==> src/rtl/mem_pkg.sv <==
// Shared definitions for memory-side buffering: ceiling-log2 helper and the
// store-to-load forwarding result record.
package mem_pkg;

  localparam int FWD_DATA_WIDTH = 32;

  typedef struct packed {
    logic                      hit;
    logic [FWD_DATA_WIDTH-1:0] data;
  } fwd_result_t;

  function automatic int clog2(input int value);
    int r;
    r = 0;
    while ((32'sd1 <<< r) < value) begin
      r = r + 1;
    end
    return r;
  endfunction

endpackage

==> src/rtl/write_buffer_fifo_youngest_match.sv <==
// N-way address compare with age-ordered priority: the valid entry nearest
// behind wr_ptr (the most recent push) wins.
module youngest_match
  import mem_pkg::*;
#(
  parameter int N             = 4,
  parameter int ADDRESS_WIDTH = 32,
  parameter int DATA_WIDTH    = 32
) (
  input  logic [ADDRESS_WIDTH-1:0] addrs [N],
  input  logic [DATA_WIDTH-1:0]    datas [N],
  input  logic [N-1:0]             valid,
  input  logic [clog2(N)-1:0]      wr_ptr,
  input  logic [ADDRESS_WIDTH-1:0] lookup_addr,
  output logic                     hit,
  output logic [DATA_WIDTH-1:0]    data
);

  localparam int PW = clog2(N);

  logic [N-1:0] match_s;

  // Per-entry address compare qualified by occupancy.
  always_comb begin
    match_s = '0;
    for (int i = 0; i < N; i++) begin
      match_s[i] = valid[i] && (addrs[i] == lookup_addr);
    end
  end

  // Walk from youngest (wr_ptr-1) to oldest; first match is taken.
  always_comb begin
    logic [PW-1:0] idx;
    idx  = '0;
    hit  = 1'b0;
    data = '0;
    for (int k = 0; k < N; k++) begin
      idx = wr_ptr - PW'(k) - PW'(1);
      if (!hit && match_s[idx]) begin
        hit  = 1'b1;
        data = datas[idx];
      end else begin
        hit  = hit;
      end
    end
  end

endmodule

==> src/rtl/write_buffer_fifo.sv <==
// Store write buffer: in-order address/data FIFO with occupancy flags,
// synchronous flush and a youngest-match forwarding lookup for loads.
module write_buffer_fifo
  import mem_pkg::*;
#(
  parameter int N             = 4,
  parameter int ADDRESS_WIDTH = 32,
  parameter int DATA_WIDTH    = 32,
  parameter int AF_THRESH     = N - 1
) (
  input  logic                     clk,
  input  logic                     rst,
  input  logic                     flush,
  input  logic                     wr_en,
  input  logic [ADDRESS_WIDTH-1:0] wr_addr,
  input  logic [DATA_WIDTH-1:0]    wr_data,
  input  logic                     rd_en,
  output logic                     rd_valid,
  output logic [ADDRESS_WIDTH-1:0] rd_addr,
  output logic [DATA_WIDTH-1:0]    rd_data,
  output logic                     full,
  output logic                     empty,
  output logic                     almost_full,
  output logic [clog2(N):0]        count,
  input  logic [ADDRESS_WIDTH-1:0] lookup_addr,
  output logic                     lookup_hit,
  output logic [DATA_WIDTH-1:0]    lookup_data
);

  localparam int PW = clog2(N);
  localparam int CW = PW + 1;
  localparam logic [CW-1:0] FULL_COUNT = CW'(N);
  localparam logic [CW-1:0] AF_COUNT   = CW'(AF_THRESH);

  logic [ADDRESS_WIDTH-1:0] addr_mem_r [N];
  logic [DATA_WIDTH-1:0]    data_mem_r [N];
  logic [PW-1:0]            wr_ptr_r;
  logic [PW-1:0]            rd_ptr_r;
  logic [CW-1:0]            count_r;
  logic                     rd_valid_r;
  logic [ADDRESS_WIDTH-1:0] rd_addr_r;
  logic [DATA_WIDTH-1:0]    rd_data_r;

  logic                     full_s;
  logic                     empty_s;
  logic                     push_s;
  logic                     pop_s;
  logic [N-1:0]             valid_s;
  logic                     ym_hit_s;
  logic [DATA_WIDTH-1:0]    ym_data_s;
  fwd_result_t              fwd_s;

  assign full_s  = (count_r == FULL_COUNT);
  assign empty_s = (count_r == {CW{1'b0}});
  // Acceptance uses the pre-edge count, so a pop never frees room for a same-cycle push.
  assign push_s  = wr_en && !full_s;
  assign pop_s   = rd_en && !empty_s;

  // Storage write; contents survive flush and reset, only the pointers move.
  always_ff @(posedge clk) begin
    if (!rst && !flush && push_s) begin
      addr_mem_r[wr_ptr_r] <= wr_addr;
      data_mem_r[wr_ptr_r] <= wr_data;
    end
  end

  // Pointers, occupancy and the one-cycle registered pop port.
  always_ff @(posedge clk) begin
    if (rst || flush) begin
      wr_ptr_r   <= '0;
      rd_ptr_r   <= '0;
      count_r    <= '0;
      rd_valid_r <= 1'b0;
      rd_addr_r  <= '0;
      rd_data_r  <= '0;
    end else begin
      if (push_s) begin
        wr_ptr_r <= wr_ptr_r + PW'(1);
      end
      if (pop_s) begin
        rd_ptr_r  <= rd_ptr_r + PW'(1);
        rd_addr_r <= addr_mem_r[rd_ptr_r];
        rd_data_r <= data_mem_r[rd_ptr_r];
      end else begin
        rd_addr_r <= '0;
        rd_data_r <= '0;
      end
      rd_valid_r <= pop_s;
      case ({push_s, pop_s})
        2'b10:   count_r <= count_r + CW'(1);
        2'b01:   count_r <= count_r - CW'(1);
        default: count_r <= count_r;
      endcase
    end
  end

  // An entry is live when its distance from rd_ptr is below the occupancy.
  always_comb begin
    logic [PW-1:0] off;
    off     = '0;
    valid_s = '0;
    for (int i = 0; i < N; i++) begin
      off        = PW'(i) - rd_ptr_r;
      valid_s[i] = ({1'b0, off} < count_r);
    end
  end

  youngest_match #(
    .N             (N),
    .ADDRESS_WIDTH (ADDRESS_WIDTH),
    .DATA_WIDTH    (DATA_WIDTH)
  ) u_youngest_match (
    .addrs       (addr_mem_r),
    .datas       (data_mem_r),
    .valid       (valid_s),
    .wr_ptr      (wr_ptr_r),
    .lookup_addr (lookup_addr),
    .hit         (ym_hit_s),
    .data        (ym_data_s)
  );

  // Pack the forwarding result; DATA_WIDTH must not exceed FWD_DATA_WIDTH.
  always_comb begin
    fwd_s                      = '0;
    fwd_s.hit                  = ym_hit_s;
    fwd_s.data[DATA_WIDTH-1:0] = ym_data_s;
  end

  assign lookup_hit  = fwd_s.hit;
  assign lookup_data = fwd_s.data[DATA_WIDTH-1:0];

  assign rd_valid    = rd_valid_r;
  assign rd_addr     = rd_addr_r;
  assign rd_data     = rd_data_r;
  assign count       = count_r;
  assign full        = full_s;
  assign empty       = empty_s;
  assign almost_full = (count_r >= AF_COUNT);

endmodule

==> config.mk <==
export PLATFORM = sky130hd
export DESIGN_NAME = write_buffer_fifo
export DESIGN_NICKNAME = d
export VERILOG_FILES = /design/src/rtl/mem_pkg.sv /design/src/rtl/write_buffer_fifo_youngest_match.sv /design/src/rtl/write_buffer_fifo.sv
export SDC_FILE = /design/constraint.sdc
export NUM_CORES = 1
export LEC_CHECK = 0
export ABC_AREA = 1
export ABC_CLOCK_PERIOD_IN_PS = 4100
export BUFFER_PORTS_ARGS = -buffer_cell sky130_fd_sc_hd__buf_2
export CORE_MARGIN = 4
export CORE_UTILIZATION = 43
export DETAILED_ROUTE_END_ITERATION = 12
export MAX_ROUTING_LAYER = met4
export PLACE_DENSITY = 0.63
export SYNTH_ARGS = -nofsm -noshare
export SYNTH_HDL_FRONTEND = slang
export SYNTH_SLANG_ARGS = --single-unit
==> constraint.sdc <==
create_clock -name clk -period 4.1 [get_ports clk]
set_input_delay 0.82 -clock clk [delete_from_list [all_inputs] [get_ports clk]]
set_output_delay 0.82 -clock clk [all_outputs]
set_load 0.02 [all_outputs]
==> impl_results.md <==
- Status: completed
- Power, Total: slightly below 8 mW
- Gr usage total: 24.6%
- Worst Tran Pin Value: roughly 1.1 ns
- Met1 GRT Util: 30.7%
- Final Hold Fails: 0
- Setup TNS: 0 ns
- Syn Nets: around 2,200
- Fin crit period: about 4.0 ns
- Slowest CP cell: dfxtp_2
- Clock Path Buffers: 3
- Critical Path Max Stage Delay: approximately 0.41 ns
- Post-synth ARST share: 0%
- Min-delay src: wr_addr[9]
- Hold Path Class: primary input to flop
- Crit-path cells: nor2_4 -> inv_1 -> nand2_1 -> ha_1 -> a21oi_1 -> nor2_1 -> nor2_2 -> nand4_2 -> nand2_2 -> nand2_1 -> nand2_4 -> nor2_4 -> buf_8 -> nand4_1 -> buf_2
- CP startpoint: rd_ptr_r[1]
- Count leader, synth: nand2_1
- Final setup vio count: 0
- Leak: 8.90 nW
- Pwr per Cell Area: 378 mW/mm^2
- I/O Pins: 205
- Post-Syn Area: approximately 0.018 sq mm
- Buf+Inv Stages, Crit Path: 3
- CTS tree: built
- Routed Antenna Nets: 0
- Critical Path Sink Type: output port
- Post-synth EDFFs: 256
- CTS Buf Count: 38
- Largest net degree at the start of global routing: ~110
- Period utilization: ~97%
- Critical path arrival: 3.15 ns
- Distinct cell type count after synthesis: 37
- Vias in the first global route: 15,396
- CTS hold repair buffers: 0
- Top cells by count, synth: 576 x nand2_1, 256 x edfxtp_1, 236 x o21ai_0, 201 x nand3_1, 191 x inv_1
- Dpl hpwl: ~35,000 microns
- CP Max Fanout: 33
- Setup Crit Path Kind: flop to output port
- First-pass GRT wire length: ~84,000 microns
- P&R area growth vs syn: 16.8%
- Met3 GRT Util: roughly 4.4%
- Drt drc: 0
- R2r startpoint: count[2]
- Synth Flop Type: edfxtp_1
- Final Slew Violations: 0
- Fraction of layout cells with a size suffix above 1: between 10% and 20%
- Synth Register Bits: roughly 330
- Root Driver: clkbuf_16
- Area leader, netlist: edfxtp_1
- IO buf count: around 200
- Relative slew slack: approximately 28%
- Post-synthesis cell count: ~2,100
- Die X-Extent: approximately 210 microns
- Synth Area per Inst: ~8.4 sq um
- Sequential-to-total area share from yosys stat: 50.9%
- Max-cap violations: 0
- Setup crit start kind: flop
- RSZ-0062 raised after global routing: true
- Initial core utilization: 43.8%
- Ranking of synthesized cells by area: edfxtp_1 43%, nand2_1 12%, dfxtp_1 8.0%
- Clk slew on worst S/H paths: ~0.070 ns
- Final WL: roughly 55,000 microns
- Via density: 5.51
- Area of the core: 0.0410 sq mm
- Rows: 74
- Maximum vdd ir drop: between 0.2 and 0.25 mV
- Via count: roughly 16,000
- Layout Skew: 0.0173 ns
- Final nets: approximately 2,400
- Clk sink count: 328
- Clk_lat worst skew: 0.56 ns
- Layer with the highest usage: met2
- Share of the synthesized area in the top cell type: between 40 and 50%
- Synth warn: 0
- Met2 Use GR: 40.0%
- Initial antenna violation count: 10
- Drt first pass iters: 6
- Cell family with most CP delay: simple AND/OR/NAND/NOR gates
- Routability cong.: between 0.8 and 0.9
- Fill count: 3,800
- Die H: roughly 210 microns
- Hold WS: between 0.4 and 0.5 ns
- Routed WL per cell: about 19 microns
- Die area: between 0.04 and 0.05 sq mm
- Initial DRC Count: between 1,000 and 1,500
- Max H-tree Level: 2
- GR Overflow Total: 0
- F_max: between 200 and 300 MHz
- Required time of the critical path: between 3 and 4 ns
## timing repair
item                       4_1_cts  5_1_grt
setup endpoints to repair       33       33
gates cloned                     0        2
setup buffers                    0        1
gates resized for setup          3       13
hold endpoints to repair         0        0
pin swaps                        0        0
## metal layers
| metal | vias to the layer above | part of all wire (%) |
|---|---|---|
| met2 | 683 | 48 |
| met3 | 115 | 8.2 |
| met4 | 0 | 3.0 |
| met1 | 7400 | 41 |
| li1 | 7570 | - |
| met5 | - | 0 |
## worst register-to-register path, delay by kind of cell (launching register included)
family / cells / cell delay, ns
DFF: 1 / 0.36
and+or+nand+nor: 4 / 1.51
buffers and inverters: 3 / 0.65
## worst paths after layout
check / slack (ns) / to / cells past startpoint
worst max-delay path: 0.13 / lookup_hit / 15
worst min-delay path: 0.47 / addr_mem_r[73] / 1
worst max register to register: 1.25 / addr_mem_r[22] / 7
worst min register to register: 0.55 / rd_data[26] / 2
## layout make-up
cell class,instances,area [sq um],share of cell area [%]
clock buffers,46,1010,4.83
multi-input cells,1453,7470,35.6
diodes,10,25.0,0.119
inverters,219,827,3.94
well taps,532,666,3.17
flip-flops and latches,328,9140,43.6
repair buffers,252,1530,7.29
clock inverters,23,310,1.48
## cells in the final DEF, fill, tap and decap left out, types with 11 or more instances in the layout
| master | n |
|---|---|
| buf_2 | 203 |
| nand2_1 | 575 |
| o21ai_0 | 236 |
| a31oi_1 | 15 |
| a21oi_1 | 14 |
| a221oi_1 | 49 |
| inv_1 | 190 |
| xnor2_1 | 43 |
| xor2_1 | 11 |
| edfxtp_1 | 256 |
| dfxtp_1 | 69 |
| clkbuf_16 | 41 |
| inv_2 | 26 |
| o22ai_1 | 20 |
| nand3_1 | 201 |
| a22oi_1 | 15 |
| mux2i_1 | 48 |
| buf_4 | 34 |
| nand4_1 | 48 |
| nor2_1 | 118 |
## through the flow
stage                     worst slack, ns  std cells  util (%)  area [sq um]
after floorplan                    -0.290       2132         -         17900
after global placement              0.295       2781      47.5         19500
after detailed placement            0.262       2781      47.5         19500
after CTS                          0.0479       2850      50.8         20800
after global routing             -0.00871       2863      51.1         21000
final                               0.131       2863      51.1         21000
## state kept, by name (all words and copies together) (netlist names)
register and cells:
addr_mem_r 128, data_mem_r 128, rd_addr 32, rd_data 32, count 3, rd_ptr_r 2
wr_ptr_r 2, rd_valid 1
## cell families after synthesis
family | synth area share (%)
buf+inv | 8.05
mux | 2.68
xor+xnor | 2.68
flops | 50.9
fa+ha+maj | 0.739
compound gates | 11.3
simple gates | 23.7
## power breakdown
group / leakage, nW / internal (mW) / switching [mW]
clock: 0.630 / 2.21 / 1.38
sequential: 2.90 / 3.62 / 0.0261
combinational: 5.38 / 0.224 / 0.461
(Power assumes the default switching activity.)
